## config.mk

```make
export PLATFORM = sky130hd
export DESIGN_NAME = game_flow_ctrl
export DESIGN_NICKNAME = d
export VERILOG_FILES = /design/src/rtl/game_flow_ctrl.sv
export SDC_FILE = /design/constraint.sdc
export NUM_CORES = 1
export LEC_CHECK = 0
export CAP_MARGIN = 5
export CORE_UTILIZATION = 52
export DETAILED_ROUTE_END_ITERATION = 10
export MAX_ROUTING_LAYER = met4
export PLACE_DENSITY = 0.81
export SLEW_MARGIN = 10
export SYNTH_ARGS = -nofsm -noshare
export SYNTH_HDL_FRONTEND = slang
export SYNTH_SLANG_ARGS = --single-unit
export TNS_END_PERCENT = 1
```

## constraint.sdc

```tcl
create_clock -name clk -period 2.35 [get_ports clk]
set_input_delay 0.47 -clock clk [delete_from_list [all_inputs] [get_ports clk]]
set_output_delay 0.47 -clock clk [all_outputs]
set_load 0.005 [all_outputs]
```

## src/rtl/game_flow_ctrl.sv

```systemverilog
// Game-flow sequencer: START -> PLAYING -> banner holds -> LOSE/WIN, tracking world, level, lives and bonus streak.
// Registered outputs; state and counters change on the same edge; inputs sampled every cycle, no backpressure.
module game_flow_ctrl #(
   parameter int NUM_WORLDS       = 4,
   parameter int LEVELS_PER_WORLD = 6,
   parameter int START_LIVES      = 3,
   parameter int MAX_LIVES        = 9,
   parameter int BONUS_EVERY      = 3,
   parameter int BANNER_CYCLES    = 50000000,
   parameter int WORLD_W          = 2,
   parameter int LEVEL_W          = 3,
   parameter int LIVES_W          = 4
) (
   input  logic               clk,
   input  logic               rst,
   input  logic               start_btn,
   input  logic [1:0]         player_status,
   output logic [2:0]         game_status,
   output logic [WORLD_W-1:0] world,
   output logic [LEVEL_W-1:0] level,
   output logic [LIVES_W-1:0] lives,
   output logic               status_strobe
);

   localparam int HOLD_W   = (BANNER_CYCLES > 1) ? $clog2(BANNER_CYCLES) : 1;
   localparam int STREAK_W = $clog2(BONUS_EVERY + 1);

   localparam logic [WORLD_W-1:0]  LAST_WORLD   = WORLD_W'(NUM_WORLDS - 1);
   localparam logic [LEVEL_W-1:0]  LAST_LEVEL   = LEVEL_W'(LEVELS_PER_WORLD - 1);
   localparam logic [LIVES_W-1:0]  LIVES_START  = LIVES_W'(START_LIVES);
   localparam logic [LIVES_W-1:0]  LIVES_MAX    = LIVES_W'(MAX_LIVES);
   localparam logic [LIVES_W-1:0]  LIVES_ONE    = LIVES_W'(1);
   localparam logic [HOLD_W-1:0]   HOLD_LAST    = HOLD_W'(BANNER_CYCLES - 1);
   localparam logic [STREAK_W-1:0] STREAK_BONUS = STREAK_W'(BONUS_EVERY);

   localparam logic [1:0] PS_PLAY = 2'd0;
   localparam logic [1:0] PS_PASS = 2'd1;
   localparam logic [1:0] PS_DIED = 2'd2;
   localparam logic [1:0] PS_RSVD = 2'd3;

   typedef enum logic [2:0] {
      S_START     = 3'd0,
      S_PLAYING   = 3'd1,
      S_LEVEL_INC = 3'd2,
      S_WORLD_INC = 3'd3,
      S_LIVES_INC = 3'd4,
      S_LOSE      = 3'd5,
      S_WIN       = 3'd6,
      S_DIED      = 3'd7
   } state_e;

   state_e              state_q,    state_d;
   logic [WORLD_W-1:0]  world_q,    world_d;
   logic [LEVEL_W-1:0]  level_q,    level_d;
   logic [LIVES_W-1:0]  lives_q,    lives_d;
   logic [STREAK_W-1:0] streak_q,   streak_d;
   logic [HOLD_W-1:0]   hold_cnt_q, hold_cnt_d;
   logic                armed_q,    armed_d;
   logic                start_q,    start_d;
   logic                strobe_q,   strobe_d;
   logic                start_edge;
   logic                hold_done;

   assign start_edge = start_btn & ~start_q;
   assign hold_done  = (hold_cnt_q == HOLD_LAST);

   always_ff @(posedge clk) begin
      if (rst) begin
         state_q    <= S_START;
         world_q    <= '0;
         level_q    <= '0;
         lives_q    <= LIVES_START;
         streak_q   <= '0;
         hold_cnt_q <= '0;
         armed_q    <= 1'b0;
         start_q    <= 1'b1;
         strobe_q   <= 1'b0;
      end else begin
         state_q    <= state_d;
         world_q    <= world_d;
         level_q    <= level_d;
         lives_q    <= lives_d;
         streak_q   <= streak_d;
         hold_cnt_q <= hold_cnt_d;
         armed_q    <= armed_d;
         start_q    <= start_d;
         strobe_q   <= strobe_d;
      end
   end

   always_comb begin
      state_d    = state_q;
      world_d    = world_q;
      level_d    = level_q;
      lives_d    = lives_q;
      streak_d   = streak_q;
      hold_cnt_d = '0;
      case (state_q)
         S_START: begin
            if (start_edge) state_d = S_PLAYING;
         end
         S_PLAYING: begin
            if (armed_q && player_status == PS_PASS) begin
               if (level_q == LAST_LEVEL && world_q == LAST_WORLD) begin
                  state_d = S_WIN;
               end else if (level_q == LAST_LEVEL) begin
                  state_d  = S_WORLD_INC;
                  world_d  = world_q + 1'b1;
                  level_d  = '0;
                  streak_d = streak_q + 1'b1;
               end else begin
                  state_d  = S_LEVEL_INC;
                  level_d  = level_q + 1'b1;
                  streak_d = streak_q + 1'b1;
               end
            end else if (armed_q && player_status == PS_DIED) begin
               if (lives_q == LIVES_ONE) begin
                  state_d = S_LOSE;
                  lives_d = '0;
               end else begin
                  state_d  = S_DIED;
                  lives_d  = lives_q - 1'b1;
                  streak_d = '0;
               end
            end
         end
         S_LEVEL_INC, S_WORLD_INC: begin
            if (!hold_done) begin
               hold_cnt_d = hold_cnt_q + 1'b1;
            end else if (streak_q == STREAK_BONUS) begin
               // Streak is consumed even when the bonus life is forfeited at the cap.
               streak_d = '0;
               if (lives_q < LIVES_MAX) begin
                  state_d = S_LIVES_INC;
                  lives_d = lives_q + 1'b1;
               end else begin
                  state_d = S_PLAYING;
               end
            end else begin
               state_d = S_PLAYING;
            end
         end
         S_LIVES_INC, S_DIED: begin
            if (hold_done) state_d = S_PLAYING;
            else           hold_cnt_d = hold_cnt_q + 1'b1;
         end
         S_LOSE, S_WIN: begin
            if (start_edge) begin
               state_d  = S_START;
               world_d  = '0;
               level_d  = '0;
               lives_d  = LIVES_START;
               streak_d = '0;
            end
         end
         default: state_d = S_START;
      endcase
      // Arming needs a playing/reserved code seen while already in PLAYING, so a held pass cannot re-trigger.
      armed_d  = (state_q == S_PLAYING) && (state_d == S_PLAYING) &&
                 (armed_q || player_status == PS_PLAY || player_status == PS_RSVD);
      start_d  = start_btn;
      strobe_d = (state_d != state_q);
   end

   always_comb begin
      game_status   = state_q;
      world         = world_q;
      level         = level_q;
      lives         = lives_q;
      status_strobe = strobe_q;
   end

endmodule

```

After elaboration in Yosys (flattened, before gate mapping)
Index checks and enable logic that the tools add are counted.
{"block": "totals", "ff_bits": 43, "inputBits": 5, "output_inout_bits": 13, "word_cells": 105}
{"block": "op_classes", "add_sub_neg": 6, "order_cmp": 1, "n_eq_ne": 29, "mux": 37, "n_bitwise": 3, "n_reduce_logical": 20}
{"cell": "two-way mux 3 bit", "count": 13}
{"cell": "two-way mux 4 bit", "count": 7}
{"cell": "adder 26 x 1 -> 26 bit, second input constant", "count": 1}
{"cell": "== test 26 bit, second input constant", "count": 1}
{"cell": "two-way mux 2 bit", "count": 11}
{"cell": "!= test 2 bit, second input constant", "count": 9}
{"cell": "== test 3 bit, second input constant", "count": 5}
{"cell": "one-hot mux 3 bit (5 select lines)", "count": 1}
{"cell": "AND reduction 7 bit", "count": 2}
{"cell": "one-hot mux 4 bit (3 select lines)", "count": 1}
{"cell": "!= test 3 bit, second input constant", "count": 3}
{"cell": "== test 2 bit, second input constant", "count": 4}
{"cell": "== test 3 x 1 -> 1 bit, second input constant", "count": 2}
{"cell": "== test 3 x 2 -> 1 bit, second input constant", "count": 2}
{"cell": "one-hot mux 2 bit (3 select lines)", "count": 1}
{"cell": "one-hot mux 3 bit (2 select lines)", "count": 1}
{"cell": "OR reduction 2 bit", "count": 3}
{"cell": "logical AND 1 bit", "count": 5}
{"cell": "AND reduction 5 bit", "count": 1}
{"cell": "adder 2 x 1 -> 2 bit, second input constant", "count": 2}
{"cell": "adder 4 x 1 -> 4 bit, second input constant", "count": 1}
{"cell": "== test 4 x 1 -> 1 bit, second input constant", "count": 1}
{"cell": "less-than comparator 4 bit, second input constant", "count": 1}
{"cell": "one-hot mux 2 bit (2 select lines)", "count": 1}
{"cell": "other kinds (15)", "count": 17}

Logic depth before layout (Yosys ltp)
Gate-level depths: netlist of the first run.
{"block": "logic_depth", "ltp_word": 8, "mapped_depth": 8, "ltp_nobuf": 7}

Least setup slack after synthesis of the first run
No wires, ideal clock.
{"block": "synth_path", "path_type": "register to register", "startpoint": "reg hold_cnt_q[7]", "endpoint": "reg hold_cnt_q[12]", "setup_time_ns": 0.117, "t_arrival_ns": 2.097, "required_ns": 2.233, "slack_ns": 0.136, "stages_incl_launch_ff": 7, "path_buffers": 1, "synth_period_minus_slack_ns": 2.214, "path_cell_list": "dfxtp_1 or4_1 or3_1 or4_1 nand2_1 buf_2 nor2_1"}
{"block": "synth_between", "elab_chain_len": 2, "word_cells_on_any_way": 3, "classes_between": "1 x add/sub; 1 x eq/ne; 1 x reduce/logical"}
{"item": "from (decl)", "line_no": "57", "rtl": "logic [HOLD_W-1:0] hold_cnt_q, hold_cnt_d;"}
{"item": "from (signal assigned)", "line_no": "84", "rtl": "hold_cnt_q <= hold_cnt_d;"}
{"item": "parallel branches: the longest is 2 deep, another holds adder 26 x 1 -> 26 bit"}
Several ways; the timed one is not identified.
A chain may end at the register's enable or synchronous reset.

Worst setup path after layout of the first run
{"block": "layout_path", "startpoint": "reg hold_cnt_q[7]", "endpoint": "reg lives_q[3], in the netlist lives[3]"}
{"block": "layout_between", "elab_chain_len": 3}
{"item": "== test 26 bit", "line_no": "65", "rtl": "assign hold_done = (hold_cnt_q == HOLD_LAST);"}
{"item": "!= test 2 bit (no line)"}
{"item": "AND reduction 7 bit (no line)"}
{"item": "to (signal assigned)", "line_no": "82", "rtl": "lives_q <= lives_d;"}
{"item": "to (decl)", "line_no": "55", "rtl": "logic [LIVES_W-1:0] lives_q, lives_d;"}
No other way between the ends.

==> flow_summary.json, run 1 <==
{
  "cts_sinks": 43,
  "setup_ws_ps": 38.8,
  "path_clk_slew_ps": 80,
  "detailedRoute.firstPassIterationCount": 4,
  "synthDominantCellAreaShare_pct": 35.5,
  "die_height_um": 70.3,
  "drt.antenna.violating_nets": 0,
  "synthTopCellsByArea": "sky130_fd_sc_hd__dfxtp_1 (35%), sky130_fd_sc_hd__nor2_1 (7.1%), sky130_fd_sc_hd__xnor2_1 (5.1%)",
  "worstSkewPairLatency_ps": 290,
  "place_area_um2": 2750,
  "layout.cells.most_common": "sky130_fd_sc_hd__nor2_1",
  "number_of_top_level_pins": 18,
  "worstSetupStartpointType": "flop",
  "wire_per_inst_um": 14.5,
  "drive_gt1_share_pct": 12.8,
  "grt-ovfl-total": 0,
  "maximum_number_of_pins_on_one_net_before_global_route_repair": 27,
  "track_usage_pct": 23.7,
  "max-clock-path-buffers": 2,
  "global_route_wire_length_before_repair_mm": 9.22,
  "critical_path_sink_type": "flop",
  "max_slew.worst_pin.slew_ps": 529,
  "critical_path_class": "reg2reg",
  "first_iter_violations": 233,
  "power.density_cell_area_nw_per_um2": 432,
  "worstRegToRegCells": 6,
  "ys.flop_type": "sky130_fd_sc_hd__dfxtp_1",
  "slew_violations": 0,
  "postSynth.asyncResetShare_pct": 0,
  "min_path_type": "reg2reg",
  "count_of_buffers_inserted_at_the_top_level_ports": 17,
  "place_hpwl_mm": 4.03,
  "dp_cells": 372,
  "tritoncts": "built",
  "grt_pass1_vias": 2118,
  "remaining_drc_errors": 0,
  "yosys_register_bits": 43,
  "mostFrequentLayoutCells": "sky130_fd_sc_hd__nor2_1 (46), sky130_fd_sc_hd__dfxtp_1 (43), sky130_fd_sc_hd__nand2_1 (22), sky130_fd_sc_hd__clkdlybuf4s50_1 (17), sky130_fd_sc_hd__buf_4 (16)",
  "design.die.area_um2": 4940,
  "rows": 24,
  "syn_inst": 298,
  "root_buffer": "sky130_fd_sc_hd__clkbuf_8",
  "critical_path.max_fanout": 6,
  "critical_path_required_ps": 2550,
  "synth_edf_count": 0,
  "areaGrowthSynthToFinish_pct": 18.3,
  "final_hold_viol_count": 0,
  "synth_area_per_cell_um2": 8.15,
  "routed_via_density": 5.87,
  "cts_max_level": 2,
  "stdcell_count": 381,
  "timing.final.setup_violations": 0,
  "mappedNetlistNets": 309,
  "cts_made_buffers": 5,
  "layout.cell_area.non_filler_um2": 2870,
  "dr_total_vias": 2237,
  "synth_area_leader_cell": "sky130_fd_sc_hd__dfxtp_1",
  "clock.fmax_mhz": 433,
  "p_leak_uw": 0.00102,
  "dieWidth_um": 70.3,
  "outcome": "completed",
  "grt_antenna_before_repair": 0,
  "yosys_warnings": 0,
  "post_synth_num_cell_types": 54,
  "start_util_pct": 55.0,
  "num-fill-cells": 374,
  "antennaDiodeCount": 0,
  "vdd_ir_drop_max_uv": 379,
  "placement_stage_worst_setup_slack_ps": -18.8,
  "final.min_clock_period_ps": 2310,
  "fin_worst_skew_ps": 5.15,
  "hold_critical_path_depth": 2,
  "synth_area_um2": 2430,
  "final_min_period_over_clock_period_pct": 98.4,
  "core_region_area_um2": 4410,
  "critPathArrivalTime_ps": 2520,
  "final_nets": 340,
  "maxCapViolations": 0,
  "wirelength_mm": 5.51,
  "place_congestion": 0.867,
  "seq_area_frac_synth_pct": 35.5,
  "timing.max_slew.rel_slack_pct": 64.7
}
==> registers in the layout, summed over array words and instances, names as in the netlist <==
name and flops:
hold_cnt_q 26, lives 4, game_status 3, level 3
streak_q 2, world 2, armed_q 1, start_q 1
status_strobe 1
==> layer usage <==
metal | routed length, µm | track usage (%) | vias up
li1 | - | - | 1119
met1 | 2420 | 26.4 | 1050
met2 | 2750 | 41.8 | 59
met3 | 231 | 4.91 | 9
met4 | 107 | 8.00 | 0
met5 | 0 | - | -
==> critical path, cell delays in order (launching register included) <==
cell                       delay (ps)
sky130_fd_sc_hd__dfxtp_1          320
sky130_fd_sc_hd__or4_4            540
sky130_fd_sc_hd__or4_4            560
sky130_fd_sc_hd__nor4_4           330
sky130_fd_sc_hd__buf_4            200
sky130_fd_sc_hd__nor3_2            50
sky130_fd_sc_hd__a311oi_1         240
==> where the power goes <==
| group | switching [µW] | leakage (µW) | internal, µW |
|---|---|---|---|
| clock network | 233 | 0.0000470 | 230 |
| registers | 1.55 | 0.000347 | 730 |
| logic | 25.4 | 0.000622 | 19.9 |
| total | 260 | 0.00102 | 981 |
==> cell type report <==
| class | instances | area [µm²] | area share (%) |
|---|---|---|---|
| clock buffer | 6 | 82.6 | 2.88 |
| clock inverter | 1 | 5.00 | 0.174 |
| inverter | 12 | 45.0 | 1.57 |
| multi-input combinational | 233 | 1500 | 52.3 |
| sequential | 43 | 861 | 30.0 |
| tap | 52 | 65.1 | 2.27 |
| timing repair buffer | 34 | 310 | 10.8 |
==> cell families (layout without fill, tap and decap cells) <==
kind of cell | count (synthesis) | in the layout | synth area share (%)
xor+xnor | 26 | 26 | 9.38
buf+inv | 22 | 53 | 3.51
fa+ha+maj | 6 | 6 | 3.09
flops | 43 | 43 | 35.5
compound gates | 52 | 52 | 15.6
simple gates | 146 | 146 | 31.8
mux | 3 | 3 | 1.24
==> cells in the mapped netlist, types with 2 or more instances <==
cell type,n
sky130_fd_sc_hd__nand4_1,8
sky130_fd_sc_hd__nor4_1,5
sky130_fd_sc_hd__a22o_1,3
sky130_fd_sc_hd__nor2b_1,4
sky130_fd_sc_hd__a22oi_1,2
sky130_fd_sc_hd__xor2_1,12
sky130_fd_sc_hd__o21a_1,3
sky130_fd_sc_hd__and2_1,3
sky130_fd_sc_hd__buf_2,2
sky130_fd_sc_hd__nand2_1,22
sky130_fd_sc_hd__o211a_1,3
sky130_fd_sc_hd__a211oi_1,2
sky130_fd_sc_hd__nor3_1,10
sky130_fd_sc_hd__a21o_1,2
sky130_fd_sc_hd__and3b_1,2
sky130_fd_sc_hd__nand2b_1,7
sky130_fd_sc_hd__a31o_2,2
sky130_fd_sc_hd__xnor2_1,14
sky130_fd_sc_hd__mux2i_1,3
sky130_fd_sc_hd__nor2_1,46
sky130_fd_sc_hd__nand4b_1,2
sky130_fd_sc_hd__ha_1,6
sky130_fd_sc_hd__o31ai_1,2
sky130_fd_sc_hd__o211ai_1,2
sky130_fd_sc_hd__clkbuf_1,8
sky130_fd_sc_hd__and3_1,4
sky130_fd_sc_hd__inv_1,12
sky130_fd_sc_hd__o21ai_0,11
sky130_fd_sc_hd__nand3_1,14
sky130_fd_sc_hd__or4_1,5
sky130_fd_sc_hd__a21oi_1,8
sky130_fd_sc_hd__or2_2,5
sky130_fd_sc_hd__dfxtp_1,43
==> metrics by stage <==
stage	hold slack, ps	power (µW)	setup TNS (ps)	utilization (%)
2_1_floorplan	430	772	0	-
3_3_place_gp	443	792	0	62.2
3_5_place_dp	456	793	-18.8	62.2
4_1_cts	468	1260	0	64.3
5_1_grt	492	1290	-2.05	65.1
6_report	470	1240	0	65.1
==> final timing paths <==
kind / to / startpoint / slack, ps
min: streak_q[1] / streak_q[1] / 470
min reg2reg: streak_q[1] / streak_q[1] / 470
max: lives[3] / hold_cnt_q[7] / 40
max reg2reg: lives[3] / hold_cnt_q[7] / 40
==> timing repair <==
item	in CTS	in global routing
hold buffers	0	0
resized for setup	1	4
setup buffers	0	2
endpoints found under the setup margin	1	11
pin swaps	1	4
(Power assumes the default switching activity.)
==> run 2: changes to the inputs <==
--- a/config.mk
+++ b/config.mk
@@ -5,6 +5,7 @@
 export SDC_FILE = /design/constraint.sdc
 export NUM_CORES = 1
 export LEC_CHECK = 0
+export ABC_AREA = 0
 export CAP_MARGIN = 5
 export CORE_UTILIZATION = 52
 export DETAILED_ROUTE_END_ITERATION = 10
==> results of run 2 <==
Final layout, timing and power as in run 1 (identical DEF).
